$ cat src/rtl/alu_pkg.sv
// Shared ALU definitions: control-code encodings and the execute-stage FSM states.
// ALU control decode imports the same package, so these encodings exist in one place only.
package alu_pkg;

   typedef enum logic [3:0] {
      ALU_AND = 4'b0000,
      ALU_OR  = 4'b0001,
      ALU_ADD = 4'b0010,
      ALU_SUB = 4'b0110,
      ALU_SLT = 4'b0111,
      ALU_SLL = 4'b0011,
      ALU_SRL = 4'b0100,
      ALU_SRA = 4'b0101
   } alu_ctrl_e;

   typedef enum logic [1:0] {
      IDLE,
      SHIFT,
      DONE
   } alu_state_e;

   function automatic logic is_shift_op(input logic [3:0] code);
      return (code == ALU_SLL) || (code == ALU_SRL) || (code == ALU_SRA);
   endfunction

endpackage

$ cat src/rtl/alu_seq_exec_if.sv
// Operation/result handshake bundle between operand fetch, the execute ALU and writeback.
// Signal names are written from the ALU's point of view; the master modport is the upstream/downstream side.
interface alu_seq_exec_if #(
   parameter int XLEN = 32
);
   logic            op_valid_i;
   logic            op_ready_o;
   logic [3:0]      alu_control_op_i;
   logic [XLEN-1:0] operand_a_i;
   logic [XLEN-1:0] operand_b_i;
   logic            res_valid_o;
   logic            res_ready_i;
   logic [XLEN-1:0] result_o;
   logic            zero_o;
   logic            err_o;

   modport master (
      output op_valid_i, alu_control_op_i, operand_a_i, operand_b_i, res_ready_i,
      input  op_ready_o, res_valid_o, result_o, zero_o, err_o
   );

   modport slave (
      input  op_valid_i, alu_control_op_i, operand_a_i, operand_b_i, res_ready_i,
      output op_ready_o, res_valid_o, result_o, zero_o, err_o
   );
endinterface

$ cat src/rtl/alu_comb_core.sv
// Single-cycle ALU operations (AND/OR/ADD/SUB/SLT) and illegal-code detection.
// Shift codes are legal here but produce zero; the iterative shifter lives in the top level.
module alu_comb_core
   import alu_pkg::*;
#(
   parameter int XLEN = 32
) (
   input  logic [3:0]      code,
   input  logic [XLEN-1:0] a,
   input  logic [XLEN-1:0] b,
   output logic [XLEN-1:0] result,
   output logic            illegal
);

   always_comb begin
      result  = '0;
      illegal = 1'b0;
      case (code)
         ALU_AND: result = a & b;
         ALU_OR:  result = a | b;
         ALU_ADD: result = a + b;
         ALU_SUB: result = a - b;
         ALU_SLT: result = {{(XLEN-1){1'b0}}, ($signed(a) < $signed(b))};
         ALU_SLL, ALU_SRL, ALU_SRA: result = '0;
         default: illegal = 1'b1;
      endcase
   end

endmodule

$ cat src/rtl/alu_seq_exec.sv
// Execute-stage ALU: one op per handshake, single-cycle logic/arith, bit-serial shifts.
// Holds the IDLE/SHIFT/DONE controller, the shift working register and the result registers.
module alu_seq_exec
   import alu_pkg::*;
#(
   parameter int XLEN = 32
) (
   input logic         clk_i,
   input logic         rst_i,
   alu_seq_exec_if.slave bus
);

   localparam int SHAMT_W = $clog2(XLEN);

   alu_state_e         state_reg;
   logic [XLEN-1:0]    work_reg;
   logic [XLEN-1:0]    result_reg;
   logic [SHAMT_W-1:0] count_reg;
   logic [3:0]         shift_code_reg;
   logic               zero_reg;
   logic               err_reg;

   logic [XLEN-1:0]    core_result;
   logic               core_illegal;
   logic [XLEN-1:0]    issue_result;
   logic [XLEN-1:0]    shift_next;
   logic [SHAMT_W-1:0] shamt;
   logic               issue_shift;
   logic               accept;

   alu_comb_core #(.XLEN(XLEN)) u_core (
      .code    (bus.alu_control_op_i),
      .a       (bus.operand_a_i),
      .b       (bus.operand_b_i),
      .result  (core_result),
      .illegal (core_illegal)
   );

   assign shamt        = bus.operand_b_i[SHAMT_W-1:0];
   assign issue_shift  = is_shift_op(bus.alu_control_op_i);
   // A zero-distance shift completes immediately with operand A unchanged.
   assign issue_result = issue_shift ? bus.operand_a_i : core_result;

   // Combinational path from res_ready_i lets a new op issue while the previous result drains.
   assign bus.op_ready_o = (state_reg == IDLE) || ((state_reg == DONE) && bus.res_ready_i);
   assign accept         = bus.op_valid_i && bus.op_ready_o;

   // One-bit shift network: SLL pulls from the lower neighbour, SRL/SRA from the upper one.
   for (genvar gi = 0; gi < XLEN; gi++) begin : g_shift
      logic left_bit;
      logic right_bit;
      if (gi == 0) begin : g_lsb
         assign left_bit = 1'b0;
      end else begin : g_mid_l
         assign left_bit = work_reg[gi-1];
      end
      if (gi == XLEN-1) begin : g_msb
         assign right_bit = (shift_code_reg == ALU_SRA) ? work_reg[XLEN-1] : 1'b0;
      end else begin : g_mid_r
         assign right_bit = work_reg[gi+1];
      end
      assign shift_next[gi] = (shift_code_reg == ALU_SLL) ? left_bit : right_bit;
   end

   always_ff @(posedge clk_i) begin
      if (rst_i) begin
         state_reg      <= IDLE;
         work_reg       <= '0;
         count_reg      <= '0;
         shift_code_reg <= 4'b0000;
         result_reg     <= '0;
         zero_reg       <= 1'b0;
         err_reg        <= 1'b0;
      end else begin
         case (state_reg)
            IDLE, DONE: begin
               if (accept) begin
                  if (issue_shift && (shamt != '0)) begin
                     state_reg      <= SHIFT;
                     work_reg       <= bus.operand_a_i;
                     count_reg      <= shamt;
                     shift_code_reg <= bus.alu_control_op_i;
                  end else begin
                     state_reg  <= DONE;
                     result_reg <= issue_result;
                     zero_reg   <= (issue_result == '0);
                     err_reg    <= core_illegal;
                  end
               end else if ((state_reg == DONE) && bus.res_ready_i) begin
                  state_reg <= IDLE;
               end
            end
            SHIFT: begin
               work_reg  <= shift_next;
               count_reg <= count_reg - SHAMT_W'(1);
               if (count_reg == SHAMT_W'(1)) begin
                  state_reg  <= DONE;
                  result_reg <= shift_next;
                  zero_reg   <= (shift_next == '0);
                  err_reg    <= 1'b0;
               end
            end
            default: state_reg <= IDLE;
         endcase
      end
   end

   assign bus.res_valid_o = (state_reg == DONE);
   assign bus.result_o    = result_reg;
   assign bus.zero_o      = zero_reg;
   assign bus.err_o       = err_reg;

endmodule
$ cat src/flat_wrapper.sv
// flat-port wrapper written by rule: the top's interface ports become plain ports
module alu_seq_exec_flat import alu_pkg::*;
#(
   parameter int XLEN = 32
)
  (clk_i, rst_i, bus_op_valid_i, bus_alu_control_op_i, bus_operand_a_i, bus_operand_b_i, bus_res_ready_i, bus_op_ready_o, bus_res_valid_o, bus_result_o, bus_zero_o, bus_err_o);
  alu_seq_exec_if #(.XLEN(XLEN)) bus_i ();
  input logic clk_i;
  input logic rst_i;
  input wire logic [$bits(bus_i.op_valid_i)-1:0] bus_op_valid_i;
  input wire logic [$bits(bus_i.alu_control_op_i)-1:0] bus_alu_control_op_i;
  input wire logic [$bits(bus_i.operand_a_i)-1:0] bus_operand_a_i;
  input wire logic [$bits(bus_i.operand_b_i)-1:0] bus_operand_b_i;
  input wire logic [$bits(bus_i.res_ready_i)-1:0] bus_res_ready_i;
  output wire logic [$bits(bus_i.op_ready_o)-1:0] bus_op_ready_o;
  output wire logic [$bits(bus_i.res_valid_o)-1:0] bus_res_valid_o;
  output wire logic [$bits(bus_i.result_o)-1:0] bus_result_o;
  output wire logic [$bits(bus_i.zero_o)-1:0] bus_zero_o;
  output wire logic [$bits(bus_i.err_o)-1:0] bus_err_o;
  assign bus_i.op_valid_i = bus_op_valid_i;
  assign bus_i.alu_control_op_i = bus_alu_control_op_i;
  assign bus_i.operand_a_i = bus_operand_a_i;
  assign bus_i.operand_b_i = bus_operand_b_i;
  assign bus_i.res_ready_i = bus_res_ready_i;
  assign bus_op_ready_o = bus_i.op_ready_o;
  assign bus_res_valid_o = bus_i.res_valid_o;
  assign bus_result_o = bus_i.result_o;
  assign bus_zero_o = bus_i.zero_o;
  assign bus_err_o = bus_i.err_o;
  alu_seq_exec #(.XLEN(XLEN)) u_core (.clk_i(clk_i), .rst_i(rst_i), .bus(bus_i));
endmodule
$ cat config.mk
export PLATFORM = sky130hd
export DESIGN_NAME = alu_seq_exec_flat
export DESIGN_NICKNAME = d
export VERILOG_FILES = /design/src/rtl/alu_pkg.sv /design/src/rtl/alu_seq_exec_if.sv /design/src/rtl/alu_comb_core.sv /design/src/rtl/alu_seq_exec.sv /design/src/flat_wrapper.sv
export SDC_FILE = /design/constraint.sdc
export NUM_CORES = 1
export LEC_CHECK = 0
export CORE_MARGIN = 1
export CORE_UTILIZATION = 35
export CTS_BUF_LIST = sky130_fd_sc_hd__clkbuf_8
export DETAILED_ROUTE_END_ITERATION = 10
export PLACE_DENSITY = 0.62
export SETUP_SLACK_MARGIN = 0.02
export SLEW_MARGIN = 25
export SYNTH_ARGS = -nofsm -noshare
export SYNTH_HDL_FRONTEND = slang
export SYNTH_SLANG_ARGS = --single-unit
$ cat constraint.sdc
create_clock -name clk_i -period 5.9 [get_ports clk_i]
set_input_delay 0.59 -clock clk_i [delete_from_list [all_inputs] [get_ports clk_i]]
set_output_delay 0.59 -clock clk_i [all_outputs]
set_load 0.05 [all_outputs]
==> results.cfg, run 1 <==
[layout]
n_antenna_cell = 0
final.fill_count = 2711
seq_area_mm2 = 0.00154
instances_no_fill = 1717
multi_input_comb_area_mm2 = 0.00690
final_net_count = 1552
synthesis_to_finish_area_growth_pct = 15.7
utilization_after_layout_pct = 41.3
layout.cell_area.non_filler_mm2 = 0.0108
final_layout_size_suffix_gt1_share_pct = 5.93

[die]
initial_core_utilization_pct = 35.7
die_height_um = 165
die_width_um = 165
rows = 59
ioPinCount = 108
die_area_mm2 = 0.0272
core_area_mm2 = 0.0261

[grt]
grt_usage_pct = 25.1
antenna_found_initial = 0
grt-ovfl-total = 0
first_global_vias = 9481
grt_start_max_net_pins = 75
grt_first_pass_wirelength_um = 52800

[placement]
dpl.hpwl_um = 26700
placedInstanceArea_mm2 = 0.0105
gp_congestion = 0.943
placement.io_buffers = 107
place_inst = 1701

[synth]
synth_top_cells_by_count = sky130_fd_sc_hd__nand2_1, sky130_fd_sc_hd__a21oi_1, sky130_fd_sc_hd__nor2_1
synth_ff_type = sky130_fd_sc_hd__dfxtp_1
synth_cell_type_count = 93
post_synth_edffs = 0
synth_area_per_cell_um2 = 7.05
gate_count_of_the_mapped_netlist = 1320
netlist.top_cell.by_area = sky130_fd_sc_hd__dfxtp_1
yosysMostFrequentCell = sky130_fd_sc_hd__nand2_1
synthesis.area_mm2 = 0.00930
yosys-top-cells-area = sky130_fd_sc_hd__dfxtp_1, sky130_fd_sc_hd__ha_1, sky130_fd_sc_hd__a21oi_1
mappedNetlistNets = 1495
synth_async_sr_flop_share_pct = 0
synth_top_area_share_pct = 16.6
synth_warnings = 0
sequential_area_share_after_synthesis_pct = 16.6
yosys_register_bits = 77

[cts]
clk_pin_slew_ns = 0.09
cts_tree = done
count_of_hold_fix_buffers_inserted_at_cts = 0
numClockSinks = 77
cts_root_buf = sky130_fd_sc_hd__clkbuf_8
ctsResizeCount = 0
cts.repair_timing.setup_buffer_count = 0
worstSkewPairLatency_ns = 0.38
cts_max_level = 3
cts-root-to-sink-buffers = 2
numCtsBuffers = 9

[sta]
max_slew_margin_pct = 37.6
fmaxAchievable_ghz = 0.199
period_share_pct = 85.4
timing.clock.skew_ns = 0.0144
timing_worst_slew_pin_value_ns = 0.936
slew_violations = 0
fin_tns_setup_ns = 0
final_period_minus_worst_setup_slack_ns = 5.04
report.final.hold_viol_count = 0
timing.final.setup_violations = 0
grt_setup_unrepaired = false

[min_path]
hold_start = u_core.bus.err_o$_SDFFE_PP0P_
worstHoldEndpoint = u_core.bus.err_o$_SDFFE_PP0P_
worst_hold_path.num_cells = 2
hold_path_class = reg -> reg

[worst_setup_path]
cpMostUsedCell = sky130_fd_sc_hd__o21ai_0
endpoint_kind = flop
critical_path.startpoint_type = input pin
path_cells = clkdlybuf4s50_1 -> inv_1 -> ha_1 -> nor2_1 -> a2111oi_0 -> o311ai_1 -> o21ai_0 -> o221a_2 -> o21ai_0 -> nor4_1 -> nand4_1 -> nor4_2 -> nand4b_1 -> o31ai_2
regToRegEndpoint = u_core.bus.zero_o$_SDFFE_PP0P_
r2r-start = u_core.count_reg[1]$_SDFFE_PP0P_
critical_path_required_ns = 6.19
timing.critical_path.arrival_ns = 5.33
reg2regPathDepth = 11
critical_path_class = in -> reg
timing.critical_path.slowest_cell_delay_ns = 0.79
critical_path_peak_fanout = 15
regToRegSetupSlack_ns = 2.47
crit_slowest_cell = sky130_fd_sc_hd__nor4_1

[drt]
detailedRoute.firstPassIterationCount = 6
routedWlPerCell_um = 20.3
drt_antenna_net_count = 0
drtIter0Drc = 958
vias_per_cell = 6.00
drt_drc_violations_left = 0
vias = 10306
drt_wl_total_um = 34800

[outcome]
status = finished, final reports clean

[power]
total_power_mw = 1.91
vdd_drop_max_mv = 0.162
static-leakage-power_nw = 4.44
power-per-cell-area_mw_per_mm2 = 177

[job]
cap_violations = 0
worst max path at each step:
stage                     slack [ns]                             end                start  cells past startpoint
after CTS                       1.12  u_core.bus.zero_o$_SDFFE_PP0P_  bus_operand_a_i[10]                     14
after global routing            0.71  u_core.bus.zero_o$_SDFFE_PP0P_  bus_operand_a_i[11]                     14
final                           0.86  u_core.bus.zero_o$_SDFFE_PP0P_  bus_operand_a_i[11]                     14
after floorplan                 2.36  u_core.bus.zero_o$_SDFFE_PP0P_      bus_res_ready_i                     12
after global placement          0.83  u_core.bus.zero_o$_SDFFE_PP0P_  bus_operand_a_i[11]                     14
after detailed placement        0.74  u_core.bus.zero_o$_SDFFE_PP0P_  bus_operand_a_i[10]                     14
area by class of cell:
cell class | count | area share (%)
Tap cell | 335 | 3.89
Timing Repair Buffer | 127 | 11.3
Clock inverter | 7 | 1.06
Inverter | 121 | 4.22
Sequential cell | 77 | 14.3
Multi-Input combinational cell | 1041 | 64.1
Clock buffer | 9 | 1.15
kinds of logic (layout without fill, tap and decap cells):
kind of cell,Yosys count,in the layout,share of synthesized area [%]
and+or+nand+nor,453,453,22.5
xor gates and xnor gates,15,15,1.41
DFF,77,77,16.6
muxes,40,40,4.33
adders and majority gates,103,103,14.0
AOI/OAI and AO/OA,430,430,31.4
buffers and inverters,202,264,9.73
cells in the final DEF (no fill, tap or decap), types with 19 or more instances in the layout:
cell / count
sky130_fd_sc_hd__clkdlybuf4s50_1: 105
sky130_fd_sc_hd__nor3_1: 28
sky130_fd_sc_hd__nand2_1: 171
sky130_fd_sc_hd__nand3_1: 20
sky130_fd_sc_hd__inv_1: 121
sky130_fd_sc_hd__a211oi_1: 21
sky130_fd_sc_hd__mux2i_1: 38
sky130_fd_sc_hd__o21ai_0: 65
sky130_fd_sc_hd__buf_4: 20
sky130_fd_sc_hd__a31oi_1: 19
sky130_fd_sc_hd__a221oi_1: 33
sky130_fd_sc_hd__o211ai_1: 21
sky130_fd_sc_hd__a21oi_1: 131
sky130_fd_sc_hd__ha_1: 101
sky130_fd_sc_hd__nor2_1: 125
sky130_fd_sc_hd__dfxtp_1: 77
worst max-delay path, delay by kind of cell:
family	cells	cell delay (ns)
adders and majority gates	1	0.55
AOI/OAI and AO/OA	6	1.87
and+or+nand+nor	5	1.60
buffers and inverters	2	0.70
power by group:
group / switching [mW] / leakage, nW / internal [mW] / total [mW]
clock: 0.214 / 0.123 / 0.279 / 0.493
sequential: 0.0223 / 0.626 / 0.548 / 0.570
combinational: 0.541 / 3.69 / 0.305 / 0.846
total: 0.777 / 4.44 / 1.13 / 1.91
per-stage QoR:
stage,setup WS [ns],hold WS (ns)
CTS,1.12,0.458
global route,0.708,0.475
floorplan,2.36,0.450
detailed placement,0.745,0.449
global placement,0.831,0.444
finish,0.863,0.454
routing by layer:
layer	GRT usage, %	wire length, µm	up-vias
met1	33.2	15000	4894
met2	40.7	16000	464
met4	11.3	1390	0
met3	2.99	2450	80
li1	-	-	4868
met5	0	0	-
No activity file was read; power rests on OpenSTA's default activity.
==> run 2: changes to the inputs <==
--- a/config.mk
+++ b/config.mk
@@ -5,6 +5,7 @@
 export SDC_FILE = /design/constraint.sdc
 export NUM_CORES = 1
 export LEC_CHECK = 0
+export CORE_ASPECT_RATIO = 1.5
 export CORE_MARGIN = 1
 export CORE_UTILIZATION = 35
 export CTS_BUF_LIST = sky130_fd_sc_hd__clkbuf_8
==> run 2 against run 1 <==
First-iteration DRC count decreased by 20%. Utilization about the same. Sequential share of layout area up 0.059 points. Combinational power shrank 0.5%. Hold slack gained 0.0020 ns. Sequential power about the same. Critical path type unchanged. Critical endpoint unchanged. Highest routed layer unchanged.
==> results.cfg, run 2 (same netlist as run 1, synthesis figures left out) <==
[outcome]
status = finished, final reports clean

[cts]
ctsResizeCount = 0
clk_pin_slew_ns = 0.09
worstSkewPairLatency_ns = 0.36
count_of_hold_fix_buffers_inserted_at_cts = 0
numClockSinks = 77
cts_root_buf = sky130_fd_sc_hd__clkbuf_8
cts_tree = done
cts_max_level = 3
numCtsBuffers = 9
cts.repair_timing.setup_buffer_count = 0
cts-root-to-sink-buffers = 2

[drt]
drt_drc_violations_left = 0
routedWlPerCell_um = 20.4
drtIter0Drc = 766
vias = 10216
detailedRoute.firstPassIterationCount = 6
drt_wl_total_um = 34900
drt_antenna_net_count = 0
vias_per_cell = 5.97

[die]
core_area_mm2 = 0.0259
initial_core_utilization_pct = 35.9
ioPinCount = 108
die_area_mm2 = 0.0272
rows = 72
die_height_um = 202
die_width_um = 135

[placement]
place_inst = 1696
gp_congestion = 0.968
dpl.hpwl_um = 27100
placement.io_buffers = 107

[worst_setup_path]
endpoint_kind = flop
regToRegEndpoint = u_core.bus.zero_o$_SDFFE_PP0P_
reg2regPathDepth = 11
critical_path.startpoint_type = input pin
timing.critical_path.arrival_ns = 4.89
critical_path_class = in -> reg
regToRegSetupSlack_ns = 2.63
critical_path_peak_fanout = 15
r2r-start = u_core.count_reg[1]$_SDFFE_PP0P_
critical_path_required_ns = 6.18

[sta]
final_period_minus_worst_setup_slack_ns = 4.61
period_share_pct = 78.1
fmaxAchievable_ghz = 0.217
grt_setup_unrepaired = false
slew_violations = 0
fin_tns_setup_ns = 0
max_slew_margin_pct = 38.4
report.final.hold_viol_count = 0
timing_worst_slew_pin_value_ns = 0.924
timing.clock.skew_ns = 0.0158
timing.final.setup_violations = 0

[layout]
final.fill_count = 2759
layout.cells.most_common = sky130_fd_sc_hd__nand2_1
seq_area_mm2 = 0.00154
utilization_after_layout_pct = 41.3
final_layout_size_suffix_gt1_share_pct = 5.73
instances_no_fill = 1712
final_net_count = 1549
multi_input_comb_area_mm2 = 0.00690
synthesis_to_finish_area_growth_pct = 15.3
n_antenna_cell = 0
commonest_cells_after_routing_fill_and_taps_aside = sky130_fd_sc_hd__nand2_1, sky130_fd_sc_hd__a21oi_1, sky130_fd_sc_hd__nor2_1, sky130_fd_sc_hd__inv_1, sky130_fd_sc_hd__clkdlybuf4s50_1

[grt]
grt_start_max_net_pins = 74
globalRouteMet2Util_pct = 44.1
grt_first_pass_wirelength_um = 54500
global_route.usage.met3_pct = 2.24
grt_most_used_layer = met2
grt-ovfl-total = 0
first_global_vias = 9920
grt.met1_usage_pct = 31.1
antenna_found_initial = 0
grt_usage_pct = 25.5

[power]
vdd_drop_max_mv = 0.223
static-leakage-power_nw = 4.41
power-per-cell-area_mw_per_mm2 = 174

[min_path]
hold_start = u_core.bus.err_o$_SDFFE_PP0P_
hold_path_class = reg -> reg
worstHoldEndpoint = u_core.bus.err_o$_SDFFE_PP0P_
worst_hold_path.num_cells = 2

[job]
cap_violations = 0
==> run 2: where the power goes <==
group | switching (mW) | internal, mW | leakage, nW | total (mW)
combinational | 0.538 | 0.304 | 3.67 | 0.842
clock | 0.207 | 0.249 | 0.112 | 0.456
sequential | 0.0221 | 0.548 | 0.626 | 0.570
total | 0.767 | 1.10 | 4.41 | 1.87
==> run 2: area by class of cell <==
class                   instances  area share [%]
flip-flops and latches         77            14.4
well taps                     333            3.89
clock buffers                  10            1.28
repair buffers                124            11.1
clock inverters                 6           0.805
multi-input cells            1041            64.3
inverters                     121            4.24
==> run 2: critical path, cell delays in order <==
cell	delay [ns]
sky130_fd_sc_hd__clkdlybuf4s50_1	0.65
sky130_fd_sc_hd__inv_1	0.08
sky130_fd_sc_hd__ha_1	0.56
sky130_fd_sc_hd__nor2_1	0.18
sky130_fd_sc_hd__a2111oi_0	0.50
sky130_fd_sc_hd__o311ai_1	0.27
sky130_fd_sc_hd__o211ai_2	0.33
sky130_fd_sc_hd__o21bai_1	0.25
sky130_fd_sc_hd__a211o_1	0.33
sky130_fd_sc_hd__o21ai_0	0.17
sky130_fd_sc_hd__xnor2_1	0.17
sky130_fd_sc_hd__o21ai_0	0.22
sky130_fd_sc_hd__or2_2	0.37
sky130_fd_sc_hd__o31ai_2	0.22
==> run 2: routing by layer <==
layer / vias to the layer above / share of wire, % / routed length [µm]
met5: - / 0 / 0
met4: 0 / 4.6 / 1610
met3: 92 / 6.2 / 2170
met2: 435 / 48 / 16800
met1: 4839 / 41 / 14400
li1: 4850 / - / -
==> run 2: worst max path at each step <==
stage,start,endpoint,slack [ns],cells after the start
floorplan,bus_res_ready_i,u_core.bus.zero_o$_SDFFE_PP0P_,2.36,12
global placement,bus_operand_a_i[11],u_core.bus.zero_o$_SDFFE_PP0P_,1.04,14
detailed placement,bus_operand_a_i[11],u_core.bus.zero_o$_SDFFE_PP0P_,0.98,14
CTS,bus_operand_a_i[11],u_core.bus.zero_o$_SDFFE_PP0P_,1.36,14
global route,bus_operand_a_i[11],u_core.bus.zero_o$_SDFFE_PP0P_,1.08,14
finish,bus_operand_a_i[11],u_core.bus.zero_o$_SDFFE_PP0P_,1.29,14
==> run 2: per-stage QoR <==
| step | power (mW) | area (µm²) | hold WS, ns | setup slack (ns) |
|---|---|---|---|---|
| final | 1.87 | 10700 | 0.456 | 1.29 |
| after global routing | 1.97 | 10700 | 0.478 | 1.08 |
| after CTS | 1.86 | 10700 | 0.460 | 1.36 |
| after detailed placement | 1.41 | 10500 | 0.446 | 0.983 |
| after global placement | 1.41 | 10500 | 0.440 | 1.04 |
| after floorplan | 1.14 | 9300 | 0.450 | 2.36 |
